## src/rtl/hazard_unit.sv

```systemverilog
`default_nettype none
// ============================================================================
// hazard_unit : RV32I hazard detection, operand forwarding and load-use stall
// Revision    : 1.0
// ============================================================================
module hazard_unit (
   input  logic       clk,
   input  logic       rst_n,
   input  logic       rs1use_ID,
   input  logic       rs2use_ID,
   input  logic [1:0] hazard_optype_ID,
   input  logic [4:0] rd_ID,
   input  logic [4:0] rs1_ID,
   input  logic [4:0] rs2_ID,
   input  logic       Branch_ID,
   output logic       PC_EN_IF,
   output logic       reg_FD_EN,
   output logic       reg_FD_flush,
   output logic       reg_DE_flush,
   output logic [1:0] forward_ctrl_A,
   output logic [1:0] forward_ctrl_B,
   output logic       forward_ctrl_ls
);

   localparam logic [1:0] c_OP_OTHER = 2'b00;
   localparam logic [1:0] c_OP_ALU   = 2'b01;
   localparam logic [1:0] c_OP_LOAD  = 2'b10;
   localparam logic [1:0] c_OP_STORE = 2'b11;

   // Shadow slots for EX and MEM. A WB slot would carry nothing observable:
   // the load-to-store path is fully described by the ls bit riding in MEM.
   logic [1:0] ex_op_q,  ex_op_d;
   logic [4:0] ex_rd_q,  ex_rd_d;
   logic       ex_ls_q,  ex_ls_d;
   logic [1:0] mem_op_q;
   logic [4:0] mem_rd_q;
   logic       mem_ls_q;

   logic w_ex_wr, w_mem_wr, w_ex_ld;
   logic w_ex_m1, w_ex_m2, w_mem_m1, w_mem_m2;
   logic w_ls_id, w_stall;

   function automatic logic [1:0] fwd_sel(input logic       ex_hit,
                                          input logic [1:0] ex_op,
                                          input logic       mem_hit,
                                          input logic [1:0] mem_op);
      logic [1:0] sel;
      sel = 2'b00;
      if (ex_hit) begin
         // A hit on an EX load yields the regfile select; stall or ls covers it.
         sel = (ex_op == c_OP_ALU) ? 2'b01 : 2'b00;
      end else if (mem_hit && mem_op == c_OP_ALU) begin
         sel = 2'b10;
      end else if (mem_hit && mem_op == c_OP_LOAD) begin
         sel = 2'b11;
      end
      return sel;
   endfunction

   always_comb begin
      w_ex_wr  = (ex_op_q  == c_OP_ALU || ex_op_q  == c_OP_LOAD) && (ex_rd_q  != 5'd0);
      w_mem_wr = (mem_op_q == c_OP_ALU || mem_op_q == c_OP_LOAD) && (mem_rd_q != 5'd0);
      w_ex_ld  = (ex_op_q == c_OP_LOAD);
      w_ex_m1  = rs1use_ID && w_ex_wr  && (ex_rd_q  == rs1_ID);
      w_ex_m2  = rs2use_ID && w_ex_wr  && (ex_rd_q  == rs2_ID);
      w_mem_m1 = rs1use_ID && w_mem_wr && (mem_rd_q == rs1_ID);
      w_mem_m2 = rs2use_ID && w_mem_wr && (mem_rd_q == rs2_ID);
      w_ls_id  = (hazard_optype_ID == c_OP_STORE) && w_ex_m2 && w_ex_ld
                 && !(w_ex_m1 && w_ex_ld);
      w_stall  = (w_ex_m1 && w_ex_ld) || (w_ex_m2 && w_ex_ld && !w_ls_id);
   end

   always_comb begin
      ex_op_d = c_OP_OTHER;
      ex_rd_d = 5'd0;
      ex_ls_d = 1'b0;
      if (!w_stall) begin
         ex_op_d = hazard_optype_ID;
         ex_rd_d = rd_ID;
         ex_ls_d = w_ls_id;
      end
   end

   always_ff @(posedge clk) begin
      if (!rst_n) begin
         ex_op_q  <= c_OP_OTHER;
         ex_rd_q  <= 5'd0;
         ex_ls_q  <= 1'b0;
         mem_op_q <= c_OP_OTHER;
         mem_rd_q <= 5'd0;
         mem_ls_q <= 1'b0;
      end else begin
         ex_op_q  <= ex_op_d;
         ex_rd_q  <= ex_rd_d;
         ex_ls_q  <= ex_ls_d;
         mem_op_q <= ex_op_q;
         mem_rd_q <= ex_rd_q;
         mem_ls_q <= ex_ls_q;
      end
   end

   assign forward_ctrl_A  = fwd_sel(w_ex_m1, ex_op_q, w_mem_m1, mem_op_q);
   assign forward_ctrl_B  = fwd_sel(w_ex_m2, ex_op_q, w_mem_m2, mem_op_q);
   assign forward_ctrl_ls = mem_ls_q;
   assign PC_EN_IF        = !w_stall;
   assign reg_FD_EN       = !w_stall;
   assign reg_DE_flush    = w_stall;
   // Stall beats branch: branch operands are not valid until the bubble passes.
   assign reg_FD_flush    = Branch_ID && !w_stall;

endmodule
`default_nettype wire
```

## config.mk

```make
export PLATFORM = sky130hd
export DESIGN_NAME = hazard_unit
export DESIGN_NICKNAME = d
export VERILOG_FILES = /design/src/rtl/hazard_unit.sv
export SDC_FILE = /design/constraint.sdc
export NUM_CORES = 1
export LEC_CHECK = 0
export BUFFER_PORTS_ARGS = -buffer_cell sky130_fd_sc_hd__buf_2
export CAP_MARGIN = 20
export CELL_PAD_IN_SITES_DETAIL_PLACEMENT = 1
export CELL_PAD_IN_SITES_GLOBAL_PLACEMENT = 1
export CORE_AREA = 4 4 56 58
export CTS_CLUSTER_DIAMETER = 50
export DETAILED_ROUTE_END_ITERATION = 8
export DIE_AREA = 0 0 60 62
export PLACE_DENSITY = 0.77
export SETUP_SLACK_MARGIN = 0.15
export SLEW_MARGIN = 20
export SYNTH_ARGS = -nofsm -noshare
export SYNTH_HDL_FRONTEND = slang
export SYNTH_SLANG_ARGS = --single-unit
```

## constraint.sdc

```tcl
create_clock -name clk -period 1.6 [get_ports clk]
set_clock_uncertainty 0.15 [all_clocks]
set_input_delay 0 -clock clk [delete_from_list [all_inputs] [get_ports clk]]
set_output_delay 0 -clock clk [all_outputs]
set_load 0.02 [all_outputs]
```

After elaboration in Yosys (flattened, before gate mapping)

Index checks and enable logic that the tools add are counted.

Muxes and demuxes: 7
Reductions and logical operators: 30
Bitwise gates (word level): 1
Equal/unequal tests: 9

Operator list:

| kind                                                | count |
|---|---|
| logical AND 1 bit                                   | 21 |
| equality test 5 bit                                 | 4 |
| two-way mux 2 bit                                   | 6 |
| nonzero test 5 bit                                  | 2 |
| equality test 2 bit, second input constant          | 3 |
| equality test 2 x 1 -> 1 bit, second input constant | 2 |
| zero test 1 bit                                     | 3 |
| logical OR 1 bit                                    | 3 |
| OR reduction 2 bit                                  | 1 |
| two-way mux 1 bit                                   | 1 |
| inverter 1 bit                                      | 1 |

Register bits after elaboration: 16
Output and inout port bits: 9
Bits of input ports: 22

Depth between registers and ports, before layout

Depth in word-level cells: 13
Mapped depth: 7

Worst setup path before layout

OpenSTA, ideal clock, no wires.

Path kind: reg-to-output
From: register ex_rd_q[0]
To: output reg_FD_EN
Slack: -0.046 ns
Data arrival time: 1.496 ns
Cell stages (with the launch flop): 8
Data required time: 1.450 ns
Path through: dfxtp_1 > xor2_1 > nor4_1 > and3_1 > o211a_1 > buf_6 > inv_1 > buf_4

Cells in the longest elaborated chain, start to end: 11

RTL lines:

| item                                                      | line       | source |
|---|---|---|
| start: declaration                                        | 33         | `logic [4:0] ex_rd_q, ex_rd_d;` |
| start signal: assignment                                  | 94         | `ex_rd_q <= ex_rd_d;` |
| nonzero test 5 bit                                        | 61         | `w_ex_wr = (ex_op_q == c_OP_ALU \|\| ex_op_q == c_OP_LOAD) && (ex_rd_q != 5'd0);` |
| logical AND 1 bit                                         | 61         |  |
| logical AND 1 bit, on equally long branches (2 in series) | 65, 64     |  |
| logical AND 1 bit, on equally long branches               | 68, 69, 70 |  |
| logical AND 1 bit or zero test 1 bit (tied branches)      | 68, 69     |  |
| logical AND 1 bit                                         | 69         | `&& !(w_ex_m1 && w_ex_ld);` |
| zero test 1 bit                                           | 70         | `w_stall = (w_ex_m1 && w_ex_ld) \|\| (w_ex_m2 && w_ex_ld && !w_ls_id);` |
| logical AND 1 bit                                         | 70         |  |
| logical OR 1 bit *                                        | 70         |  |
| net reg_DE_flush                                          | 19         | `output logic reg_DE_flush,` |
| zero test 1 bit *                                         | --         |  |
| end: declaration                                          | 17         | `output logic reg_FD_EN,` |

The timed path passes the listed nets; every way through them passes the cells marked *.

Worst setup path after layout

From: register ex_rd_q[0]
To: output reg_FD_flush

Cells in the longest elaborated chain, start to end: 12

RTL lines:

| item                                                      | line       | source |
|---|---|---|
| nonzero test 5 bit                                        | 61         |  |
| logical AND 1 bit                                         | 61         |  |
| logical AND 1 bit, on equally long branches (2 in series) | 65, 64     |  |
| logical AND 1 bit, on equally long branches               | 68, 69, 70 |  |
| logical AND 1 bit or zero test 1 bit (tied branches)      | 68, 69     |  |
| logical AND 1 bit                                         | 69         |  |
| zero test 1 bit                                           | 70         |  |
| logical AND 1 bit                                         | 70         |  |
| logical OR 1 bit *                                        | 70         |  |
| zero test 1 bit *                                         | 109        | `assign reg_FD_flush = Branch_ID && !w_stall;` |
| logical AND 1 bit *                                       | 109        |  |
| end: declaration                                          | 18         | `output logic reg_FD_flush,` |

Every way passes the cells marked *; elsewhere a longest branch is shown, timed or not.

==> flow_summary.json <==
{
  "rrSetupSlack_ns": -0.34,
  "worst_path_most_repeated_cell": "buf_6",
  "grt_pass1_vias": 1105,
  "die_h_um": 62,
  "finalHoldViolCount": 0,
  "hold_end": "reg_FD_flush",
  "synth_mux_area_share_pct": 1.66,
  "cts_tree": "yes",
  "grt_pass1_wl_um": 5440,
  "hold_class": "input port to output port",
  "synth_top_family_by_area": "simple AND/OR/NAND/NOR gates",
  "antenna_found_initial": 0,
  "maxCapViolCount": 0,
  "fmax_mhz": 478,
  "power_density_nw_per_um2": 572,
  "rows": 19,
  "violations": "negative setup slack",
  "cts_htree_levels": 1,
  "holdWs_ns": 0.180,
  "slew_headroom_pct": 77.4,
  "clk_latency_ns": 0.30,
  "cp.required_ns": 1.45,
  "worstMarginPinSlew_ns": 0.338,
  "cts-root-buf": "clkbuf_4",
  "setup_viol_count_final": 16,
  "grt_overflow": 0,
  "clk_pin_slew_ns": 0.11,
  "p_leak_uw": 0.000754,
  "final_max_slew_viol_count": 0,
  "grt_max_degree": 17,
  "finalCriticalPeriod_ns": 2.09,
  "drc": 0,
  "io_pins": 31,
  "critPathSlowestCell": "dfxtp_4",
  "synthXorXnorAreaFrac_pct": 19.3,
  "postLayoutSetupSlackWorst_ns": -0.492,
  "rr_startpoint": "ex_rd_q[0]",
  "max_stage_delay_ns": 0.37,
  "num_antenna_cells": 0,
  "setup.worst_path.end_class": "output port",
  "rsz0062_at_grt": "yes",
  "crit_arrival_ns": 1.94,
  "status": "finished with violations",
  "synth-compound-area-share_pct": 7.17,
  "seq_area_frac_synth_pct": 35.3,
  "vias": 962,
  "synth_warnings": 0,
  "synth_fa_ha_area_share_pct": 5.52,
  "cp_max_fo": 4,
  "start_util_pct": 34.1,
  "firstDrtPassIters": 4,
  "worst_setup_path_start_kind": "flip-flop",
  "coreArea_um2": 2660,
  "ys_ff_latch": 16,
  "cts_max_path_buffers": 2,
  "synth.avg_cell_area_um2": 9.16,
  "detailed_place_hpwl_um": 1990,
  "gp_congestion": 0.773,
  "hold_depth": 3,
  "rr_endpoint": "ex_op_q[1]",
  "final_nets": 194,
  "synthesis.instances": 99,
  "drt_wl_total_um": 3600,
  "worstHoldStart": "Branch_ID",
  "die_area_um2": 3720,
  "synth.distinct_cells": 28,
  "port_buffers": 30,
  "cts.sink_count": 16,
  "syn_nets": 125,
  "post-route-period-util_pct": 131,
  "post_synth_instance_area_um2": 907,
  "crit_type": "flip-flop to output port",
  "ir_drop_uv": 525,
  "drtIter0Drc": 34,
  "wl_per_cell_um": 18.2,
  "reg2regPathDepth": 9,
  "track_usage_pct": 20.9,
  "crit_chain": "xor2_2 -> nor4_2 -> and3_4 -> buf_4 -> o211a_1 -> buf_6 -> nor2b_4 -> buf_6",
  "cts_inserted_buffers": 3,
  "area_delta_synth_final_pct": 85.2,
  "dp_slack_ns": -0.148,
  "synth-simple-area-share_pct": 26.5,
  "drive_gt1_share_pct": 56.9,
  "die_w_um": 60,
  "viasPerCell": 4.86,
  "drtAntennaViolNets": 0
}
-- critical path, delay by kind of cell, from the launching register on --
kind / cells / cell delay, ns
AND/OR/NAND/NOR: 3 / 0.56
buffers and inverters: 3 / 0.37
XOR/XNOR: 1 / 0.14
flip-flops: 1 / 0.37
AO/OA/AOI/OAI: 1 / 0.18
-- placed cells by master (no fill, tap or decap), types with 2 or more instances in the layout --
cell type	synthesis	final
nand4_1	2	2
nand2_1	9	8
buf_4	1	15
buf_2	0	22
dfxtp_1	16	9
ha_1	4	3
buf_6	1	15
xor2_2	0	3
xnor2_1	8	3
a21oi_2	0	2
nor4_2	0	3
dfxtp_2	0	3
clkbuf_4	0	3
xnor2_2	0	5
and2_1	8	8
xor2_1	12	9
nor2_2	0	4
dlygate4sd3_1	0	15
nor2_1	9	5
dfxtp_4	0	4
inv_1	5	4
-- per-layer routing --
layer	global-route usage [%]	routed length, um	up-vias
li1	-	-	458
met1	21.6	1350	469
met2	38.6	1980	27
met3	4.34	158	8
met4	12.7	114	0
met5	0	0	-
-- cells in the mapped netlist (all sizes together) --
| cell type | n | area, um2 |
|---|---|---|
| nor4 | 3 | 18.8 |
| buf | 2 | 18.8 |
| a2111oi | 1 | 27.5 |
| mux2 | 1 | 15.0 |
| and2 | 9 | 58.8 |
| nand4 | 2 | 12.5 |
| nor3 | 3 | 20.0 |
| o211a | 1 | 10.0 |
| clkbuf | 1 | 3.75 |
| dfxtp | 16 | 320 |
| a211oi | 1 | 7.51 |
| nor2 | 9 | 33.8 |
| ha | 4 | 50.1 |
| xnor2 | 8 | 70.1 |
| xor2 | 12 | 105 |
| and4bb | 1 | 12.5 |
| and3 | 2 | 12.5 |
| a21oi | 2 | 10.0 |
| inv | 5 | 18.8 |
| o21ai | 2 | 10.0 |
| nand4b | 1 | 8.76 |
| nor3b | 2 | 15.0 |
| nand3 | 1 | 5.00 |
| nand2 | 9 | 33.8 |
| nor2b | 1 | 8.76 |
-- metrics by stage --
| stage | setup TNS (ns) | power (uW) | utilization (%) | area, um2 | std cells |
|---|---|---|---|---|---|
| after global placement | -0.292 | 579 | 43.1 | 1150 | 165 |
| final | -6.16 | 960 | 63.1 | 1680 | 198 |
| after floorplan | -0.0234 | 520 | - | 922 | 99 |
| after CTS | -4.13 | 925 | 58.9 | 1570 | 195 |
| after detailed placement | -1.48 | 588 | 43.1 | 1150 | 165 |
| after global routing | -7.93 | 1000 | 63.1 | 1680 | 198 |
-- logic make-up after synthesis --
family	after synthesis
buf+inv	8
mux	1
flops	16
compound gates	7
xor+xnor	20
fa+ha+maj	4
simple gates	43
-- how the worst max path moves through the flow --
stage                          start                end  slack (ns)  depth (start not counted)
after global routing      ex_rd_q[0]       reg_FD_flush       -0.62                          8
final                     ex_rd_q[0]       reg_FD_flush       -0.49                          8
after floorplan           ex_rd_q[3]          reg_FD_EN       -0.02                          7
after CTS                 ex_rd_q[0]  forward_ctrl_A[0]       -0.41                          6
after global placement    ex_rd_q[4]  forward_ctrl_A[0]       -0.07                          6
after detailed placement  ex_rd_q[1]  forward_ctrl_B[1]       -0.15                          6
-- cell type report --
| type | count | area (um2) |
|---|---|---|
| fill | 296 | 982 |
| multi-input combinational | 75 | 703 |
| timing repair buffer | 67 | 542 |
| sequential | 16 | 339 |
| tap | 31 | 38.8 |
| clock buffer | 4 | 36.3 |
| inverter | 5 | 21.3 |
-- registers in the layout (all words and copies together), names as in the netlist --
register         count
ex_ls_q              1
ex_op_q              2
ex_rd_q              5
forward_ctrl_ls      1
mem_op_q             2
mem_rd_q             5
-- what timing repair did --
action	in CTS	in global routing
setup buffers	11	3
resized for setup	41	20
pin swaps	13	5
hold buffers	15	0
endpoints found under the hold margin	16	0
setup endpoints to repair	16	16
-- power breakdown --
part | switching [uW] | leakage, uW | total, uW | internal, uW
combinational | 112 | 0.000597 | 242 | 130
clock | 146 | 0.0000210 | 285 | 139
sequential | 20.6 | 0.000135 | 434 | 413
(Power assumes the default switching activity.)
